### src/rtl/clk_div_pkg.sv
// Shared types and limits for the power-of-two clock divider controller.
package clk_div_pkg;

    localparam int unsigned SEL_MAX = 4;
    localparam int unsigned CNT_W   = 5;

    typedef enum logic [1:0] {
        IDLE,
        RUN,
        PEND
    } state_t;

    function automatic logic sel_valid(input int unsigned sel);
        return sel <= SEL_MAX;
    endfunction

endpackage

### src/rtl/clk_div_counter.sv
// Free-running divide counter with enable and synchronous clear.
// The next-state value is exported so the controller can register outputs from it.
module clk_div_counter #(
    parameter int CNT_W = 5
) (
    input  logic             clk,
    input  logic             rst,
    input  logic             en,
    input  logic             clr,
    output logic [CNT_W-1:0] count,
    output logic [CNT_W-1:0] count_next
);

    always_comb begin
        count_next = count;
        if (clr) begin
            count_next = '0;
        end else if (en) begin
            count_next = count + CNT_W'(1);
        end
    end

    always_ff @(posedge clk or posedge rst) begin
        if (rst) begin
            count <= '0;
        end else begin
            count <= count_next;
        end
    end

endmodule

### src/rtl/clk_div_sel_ctrl.sv
// Run-time ratio select for the power-of-two clock divider.
// Ratio changes are deferred to the all-zero counter boundary so clk_out never emits a runt phase.
module clk_div_sel_ctrl #(
    parameter int SEL_W = 3,
    parameter int CNT_W = 5
) (
    input  logic             clk,
    input  logic             rst,
    input  logic             run,
    input  logic             cfg_valid,
    input  logic [SEL_W-1:0] cfg_sel,
    output logic             cfg_ready,
    output logic             clk_out,
    output logic             tick,
    output logic [SEL_W-1:0] cur_sel,
    output logic             busy,
    output logic             cfg_err
);
    import clk_div_pkg::state_t;
    import clk_div_pkg::IDLE;
    import clk_div_pkg::RUN;
    import clk_div_pkg::PEND;
    import clk_div_pkg::sel_valid;

    state_t             state;
    state_t             state_next;
    logic [SEL_W-1:0]   pend_sel;
    logic [SEL_W-1:0]   pend_sel_next;
    logic [SEL_W-1:0]   cur_sel_next;
    logic [CNT_W-1:0]   count;
    logic [CNT_W-1:0]   count_next;
    logic [CNT_W-1:0]   phase_mask;
    logic               accept;
    logic               sel_ok;
    logic               cfg_err_next;
    logic               clk_out_next;
    logic               tick_next;

    clk_div_counter #(
        .CNT_W(CNT_W)
    ) u_counter (
        .clk        (clk),
        .rst        (rst),
        .en         (run),
        .clr        (!run),
        .count      (count),
        .count_next (count_next)
    );

    assign cfg_ready = (state != PEND);
    assign busy      = (state == PEND);

    always_comb begin
        accept        = cfg_valid && cfg_ready;
        sel_ok        = sel_valid(32'(cfg_sel));
        cfg_err_next  = accept && !sel_ok;
        state_next    = state;
        cur_sel_next  = cur_sel;
        pend_sel_next = pend_sel;

        if (!run) begin
            // Stopping clears the counter, so any select can be applied at once.
            state_next = IDLE;
            if (state == PEND) begin
                cur_sel_next = pend_sel;
            end else if (accept && sel_ok) begin
                cur_sel_next = cfg_sel;
            end
        end else begin
            case (state)
                IDLE: begin
                    state_next = RUN;
                    if (accept && sel_ok) begin
                        cur_sel_next = cfg_sel;
                    end
                end
                RUN: begin
                    if (accept && sel_ok) begin
                        pend_sel_next = cfg_sel;
                        state_next    = PEND;
                    end
                end
                PEND: begin
                    if (count == '1) begin
                        cur_sel_next = pend_sel;
                        state_next   = RUN;
                    end
                end
                default: state_next = IDLE;
            endcase
        end
    end

    always_comb begin
        phase_mask = '0;
        for (int unsigned i = 0; i < CNT_W; i++) begin
            phase_mask[i] = (i <= 32'(cur_sel_next));
        end
        clk_out_next = count_next[cur_sel_next];
        tick_next    = run && ((count_next & phase_mask) == (CNT_W'(1) << cur_sel_next));
    end

    always_ff @(posedge clk or posedge rst) begin
        if (rst) begin
            state <= IDLE;
        end else begin
            state <= state_next;
        end
    end

    always_ff @(posedge clk or posedge rst) begin
        if (rst) begin
            cur_sel  <= '0;
            pend_sel <= '0;
            clk_out  <= 1'b0;
            tick     <= 1'b0;
            cfg_err  <= 1'b0;
        end else begin
            cur_sel  <= cur_sel_next;
            pend_sel <= pend_sel_next;
            clk_out  <= clk_out_next;
            tick     <= tick_next;
            cfg_err  <= cfg_err_next;
        end
    end

endmodule
### config.mk
export PLATFORM = sky130hd
export DESIGN_NAME = clk_div_sel_ctrl
export DESIGN_NICKNAME = d
export VERILOG_FILES = /design/src/rtl/clk_div_pkg.sv /design/src/rtl/clk_div_counter.sv /design/src/rtl/clk_div_sel_ctrl.sv
export SDC_FILE = /design/constraint.sdc
export NUM_CORES = 1
export LEC_CHECK = 0
export ABC_CLOCK_PERIOD_IN_PS = 5900
export BUFFER_PORTS_ARGS = -buffer_cell sky130_fd_sc_hd__buf_4
export CORE_UTILIZATION = 55
export CTS_CLUSTER_DIAMETER = 120
export DETAILED_ROUTE_END_ITERATION = 8
export PLACE_DENSITY_LB_ADDON = 0.15
export SLEW_MARGIN = 20
export SYNTH_ARGS = -nofsm -noshare
export SYNTH_HDL_FRONTEND = slang
export SYNTH_HIERARCHICAL = 1
export SYNTH_SLANG_ARGS = --single-unit
### constraint.sdc
create_clock -name clk -period 5.9 [get_ports clk]
set_input_delay 1.18 -clock clk [delete_from_list [all_inputs] [get_ports clk]]
set_output_delay 1.18 -clock clk [all_outputs]
set_load 0.01 [all_outputs]
# After elaboration in Yosys (flattened, before gate mapping)
# Cells that the tools add are included.
dict set report op_classes {
  div 0
  n_mux 12
  eq_ne 7
  magnitude_cmp 6
  shift 1
  n_bitwise 1
  n_mul 0
  reduce_logical 8
  add_sub_neg 1
}
# operator count
set op_table {}
lappend op_table {{3-bit two-way mux} 4}
lappend op_table {{2-bit by 3-bit <= comparator with 1-bit output (first input constant)} 2}
lappend op_table {{2-bit two-way mux} 3}
lappend op_table {{2-bit case mux with 3 select lines} 1}
lappend op_table {{3-bit case mux with 2 select lines} 1}
lappend op_table {{5-bit by 1-bit adder with 5-bit output (second input constant)} 1}
lappend op_table {{5-bit bitwise AND} 1}
lappend op_table {{5-bit equality test} 1}
lappend op_table {{5-bit equality test (second input constant)} 1}
lappend op_table {{5-bit two-way mux} 1}
lappend op_table {{1-bit by 3-bit left shift with 5-bit output (first input constant)} 1}
lappend op_table {{1-bit logical AND} 4}
lappend op_table {{3-bit by 4-bit less-than comparator with 1-bit output (second input constant)} 1}
lappend op_table {{1-bit binary-select mux with 3-bit select} 1}
lappend op_table {{1-bit by 3-bit <= comparator with 1-bit output (first input constant)} 1}
lappend op_table {{3-bit <= comparator (first input constant)} 1}
lappend op_table {{3-bit <= comparator (second input constant)} 1}
lappend op_table {{3-bit by 2-bit inequality test with 1-bit output (second input constant)} 1}
lappend op_table {{3-bit inequality test (second input constant)} 1}
lappend op_table {{3-bit AND reduction} 1}
lappend op_table {{2-bit by 1-bit equality test with 1-bit output (second input constant)} 1}
lappend op_table {{2-bit equality test (second input constant)} 1}
lappend op_table {{2-bit logical NOT} 1}
lappend op_table {{2-bit inequality test (second input constant)} 1}
lappend op_table {{3 further kinds} 3}
dict set report word_totals {
  elab_cells 43
  romBits 0
  in_bits 7
  ramBits 0
  n_memories 0
  ff_bits 16
  latchBits 0
}

# Longest topological paths before layout
dict set report logic_depth {
  word_depth 10
  depth_mapped 9
  mapped_depth_nobuf 8
}

# Modules after synthesis
# The synthesis kept the hierarchy.
# mod cells_per_inst n_inst area_each_um2
set by_module_without_submodules {}
lappend by_module_without_submodules {clk_div_sel_ctrl 91 1 857.1}
lappend by_module_without_submodules {clk_div_counter 23 1 256.5}

# Worst setup path after synthesis
# No wires, ideal clock.
dict set report synth_path {
  path_type {input-to-reg}
  startpoint {input run}
  endpoint {register tick}
  required_ps 5789
  arrival_time_ps 2818
  path_buffers 1
  slack_ps 2970
  stages 9
  cell_sequence {clkbuf_8 -> inv_2 -> a21oi_1 -> mux2i_1 -> nand2_2 -> inv_2 -> nand2_1 -> a221o_2 -> a2111oi_2}
}
dict set report synth_via {
  elab_chain_len 5
}
# item line_no
set synth_rtl {}
lappend synth_rtl {{start, declared} clk_div_sel_ctrl.sv:9} ;# input logic run,
lappend synth_rtl {{3-bit two-way mux *} clk_div_sel_ctrl.sv:61} ;# if (!run) begin
lappend synth_rtl {{net cur_sel_next[0]} clk_div_sel_ctrl.sv:29} ;# logic [SEL_W-1:0] cur_sel_next;
lappend synth_rtl {{1-bit by 3-bit <= comparator with 1-bit output, or another cell as far along} clk_div_sel_ctrl.sv:97} ;# phase_mask[i] = (i <= 32'(cur_sel_next));
lappend synth_rtl {{5-bit bitwise AND} clk_div_sel_ctrl.sv:100} ;# tick_next = run && ((count_next & phase_mask) == (CNT_W'(1) << cur_sel_next));
lappend synth_rtl {{5-bit equality test *} clk_div_sel_ctrl.sv:100}
lappend synth_rtl {{1-bit logical AND *} clk_div_sel_ctrl.sv:100}
lappend synth_rtl {{net tick_next} clk_div_sel_ctrl.sv:37} ;# logic tick_next;
lappend synth_rtl {{end signal, assigned} clk_div_sel_ctrl.sv:122} ;# tick <= tick_next;
lappend synth_rtl {{end, declared} clk_div_sel_ctrl.sv:14} ;# output logic tick,
# Mark *: on every way through the listed nets, which the timed path passes. The rest lies on a longest branch.
# A chain may end at the register's enable or synchronous reset.

# Worst setup path after layout
# Same ends and word-level chain as after synthesis.

==> results.py <==
metrics = {
    "run_status": {
        "status": "complete, no violations",
    },
    "floorplanning": {
        "die_y_um": 47.0,
        "core-area_um2": 1800,
        "start_util_pct": 61.8,
        "row_count": 15,
        "die_area_um2": 2210,
        "io_pins": 15,
        "dieWidth_um": 47.0,
    },
    "timing": {
        "hold_violations": 0,
        "hold_slack_ns": 0.527,
        "setup_ws_ns": 2.96,
        "setup_tns_ns": 0,
        "finalCritPeriodShare_pct": 49.8,
        "fin_worst_skew_ns": 0.0105,
        "fmaxAchievable_mhz": 340,
        "tightest_slew_ns": 0.447,
        "setup_violations": 0,
        "maxSlewViolCount": 0,
        "period_minus_slack_ns": 2.94,
        "relSlewSlack_pct": 70.2,
        "rsz0062_at_grt": "false",
    },
    "setup_path": {
        "critPathLaunchType": "input pin",
        "worstPathMaxFanout": 15,
        "reg2reg_to": "tick",
        "ff2ff_setup_slack_ns": 3.42,
        "critical_path_class": "input pin to flip-flop",
        "crit_path_end_kind": "flip-flop",
        "arrival_ns": 3.12,
        "worstPathRequired_ns": 6.08,
        "r2r-start": "state[0]",
        "ff2ff_path_depth": 8,
    },
    "placed_design": {
        "dp_slack_ns": 2.64,
        "dp_hpwl_mm": 1.76,
        "place_congestion": 0.849,
        "place_inst": 147,
        "portBuffers": 14,
    },
    "cts": {
        "insertion_delay_ns": 0.29,
        "cts_sinks": 16,
        "post_cts_resized": 0,
        "cts_buffers": 3,
        "ctsHoldBuffers": 0,
        "cts_max_path_buffers": 2,
        "clkSlewWorstSetupHoldPaths_ns": 0.10,
        "post_cts_buffers": 0,
        "cts_tree": "built",
        "htree_levels": 1,
        "root_buffer": "clkbuf_4",
    },
    "pwr": {
        "power.density_nw_per_um2": 254,
        "clock_power_share_pct": 23.5,
        "switchingPower_w": 0.000103,
        "p_seq_share_pct": 44.9,
        "max-vdd-ir-drop_uv": 166,
        "p_int_w": 0.000208,
        "switching_share_pct": 33.0,
        "combPwrFrac_pct": 31.6,
        "leakage_nw": 0.561,
    },
    "route": {
        "vias": 916,
        "antenna_left": 0,
        "drtPass1Iterations": 4,
        "wl_per_cell_um": 15.8,
        "drc": 0,
        "via_per_inst": 6.07,
        "drt_iter0_markers": 31,
        "routed_wl_mm": 2.38,
    },
    "logic_synthesis": {
        "ys_top_cells_by_area": "dfrtp_1, a21oi_1, clkbuf_8",
        "avgSynthCellArea_um2": 9.77,
        "yosysUniqueCellTypes": 46,
        "synthMuxAreaShare_pct": 9.10,
        "synth_fa_ha_area_share_pct": 1.12,
        "synthCells": 114,
        "ys_seq_elements": 16,
        "ys.flop_type": "dfrtp_1",
        "synth_largest_area_cell": "dfrtp_1",
        "synth-xor-area-share_pct": 0.787,
        "synth_common_cells": "dfrtp_1, nor2_1, a21oi_1, nand2_1",
        "synthSimpleGateAreaFrac_pct": 22.9,
        "synth.most_common_cell": "dfrtp_1",
        "syn_nets": 122,
        "synth_edf_count": 0,
        "syn-cell-area_um2": 1110,
        "synth_compound_area_share_pct": 21.7,
        "post-synth-top-area-fraction_pct": 36.0,
        "seq_area_frac_synth_pct": 36.0,
        "async_flop_share_pct": 100,
        "synth_warnings": 6,
        "synth_top_family_by_area": "simple AND/OR/NAND/NOR gates",
    },
    "cells_and_area": {
        "nNetsFinal": 135,
        "fill_cells": 162,
        "final_cell_count_no_fill": 151,
        "num_antenna_cells": 0,
        "layout-drive-gt1-share_pct": 30.2,
        "areaGrowthSynthToFinish_pct": 9.78,
    },
    "worst_hold_path": {
        "hold_depth": 1,
        "min_from": "pend_sel[0]",
        "hold_path_class": "flip-flop to flip-flop",
        "holdPathEnd": "pend_sel[0]",
    },
    "flow_run": {
        "max_cap_violations": 0,
    },
    "global_routing": {
        "grt_max_degree": 16,
        "gr-total-overflow": 0,
        "grt_pass1_vias": 794,
        "antenna_found_initial": 0,
        "grtUsageTotal_pct": 25.7,
        "grt_pass1_wl_mm": 3.78,
    },
}
==> layer usage <==
layer  global-route usage, %  up-vias  part of all wire, %
met3                    4.62        4                  4.2
met2                    36.9       30                   45
li1                        -      444                    -
met5                       0        -                    0
met4                    10.3        0                  1.4
met1                    38.2      438                   49
==> worst max-delay path, cell delays in order <==
cell	delay, ns
buf_4	0.20
inv_2	0.14
a21oi_1	0.31
mux2i_1	0.36
nand2_2	0.14
inv_2	0.09
nand2_1	0.05
a221o_2	0.35
a2111oi_2	0.29
==> placed cells by master (no fill, tap or decap), types with 2 or more instances in the layout <==
master	count
dfrtp_1	16
buf_4	14
nor2_1	11
nand2_1	9
a21oi_1	9
inv_1	5
nand4_1	5
inv_2	3
nor3_1	3
nand3b_1	3
mux2i_1	3
clkbuf_4	3
nand3_1	2
nand2b_1	2
o21ai_0	2
nor3b_1	2
a21bo_2	2
mux2_2	2
nor2b_1	2
==> power by group through the flow <==
stage / logic [W] / registers, W / clock network, W
after detailed placement: 0.0000981 / 0.000141 / 0
after CTS: 0.0000985 / 0.000139 / 0.0000754
after floorplan: 0.0000703 / 0.000140 / 0
final: 0.0000982 / 0.000139 / 0.0000731
after global placement: 0.0000956 / 0.000141 / 0
after global routing: 0.000108 / 0.000140 / 0.0000793
==> metrics by stage <==
step	total power, W	area (um^2)	utilization [%]
floorplan	0.000210	1110	-
global placement	0.000236	1190	65.8
detailed placement	0.000239	1190	65.8
CTS	0.000313	1220	67.8
global route	0.000328	1220	67.8
finish	0.000311	1220	67.8
==> state kept, by name, summed over array words and instances, names as in the netlist <==
signal           count
state                2
cur_sel              3
cfg_err              1
u_counter/count      5
tick                 1
pend_sel             3
clk_out              1
==> worst max-delay path by stage <==
| stage | from | end | cells past startpoint |
|---|---|---|---|
| 6_report | run | tick | 9 |
| 5_1_grt | run | tick | 9 |
| 3_5_place_dp | run | tick | 9 |
| 3_3_place_gp | run | tick | 9 |
| 2_1_floorplan | run | tick | 9 |
| 4_1_cts | run | tick | 9 |
==> cell type report <==
| type | count | area, um^2 | share of cell area (%) |
|---|---|---|---|
| Multi-Input combinational cell | 84 | 619 | 50.7 |
| Timing Repair Buffer | 14 | 105 | 8.60 |
| Tap cell | 25 | 31.3 | 2.56 |
| Inverter | 8 | 30.0 | 2.46 |
| Clock buffer | 4 | 36.3 | 2.97 |
| Sequential cell | 16 | 400 | 32.8 |
==> cell families (layout without fill, tap and decap cells) <==
logic type,after synthesis,after routing
XOR/XNOR,1,1
adder cells (fa/ha/maj),1,1
flip-flops,16,16
multiplexers,8,8
AND/OR/NAND/NOR,46,46
buffers and inverters,14,26
AO/OA/AOI/OAI,28,28
(Power assumes the default switching activity.)
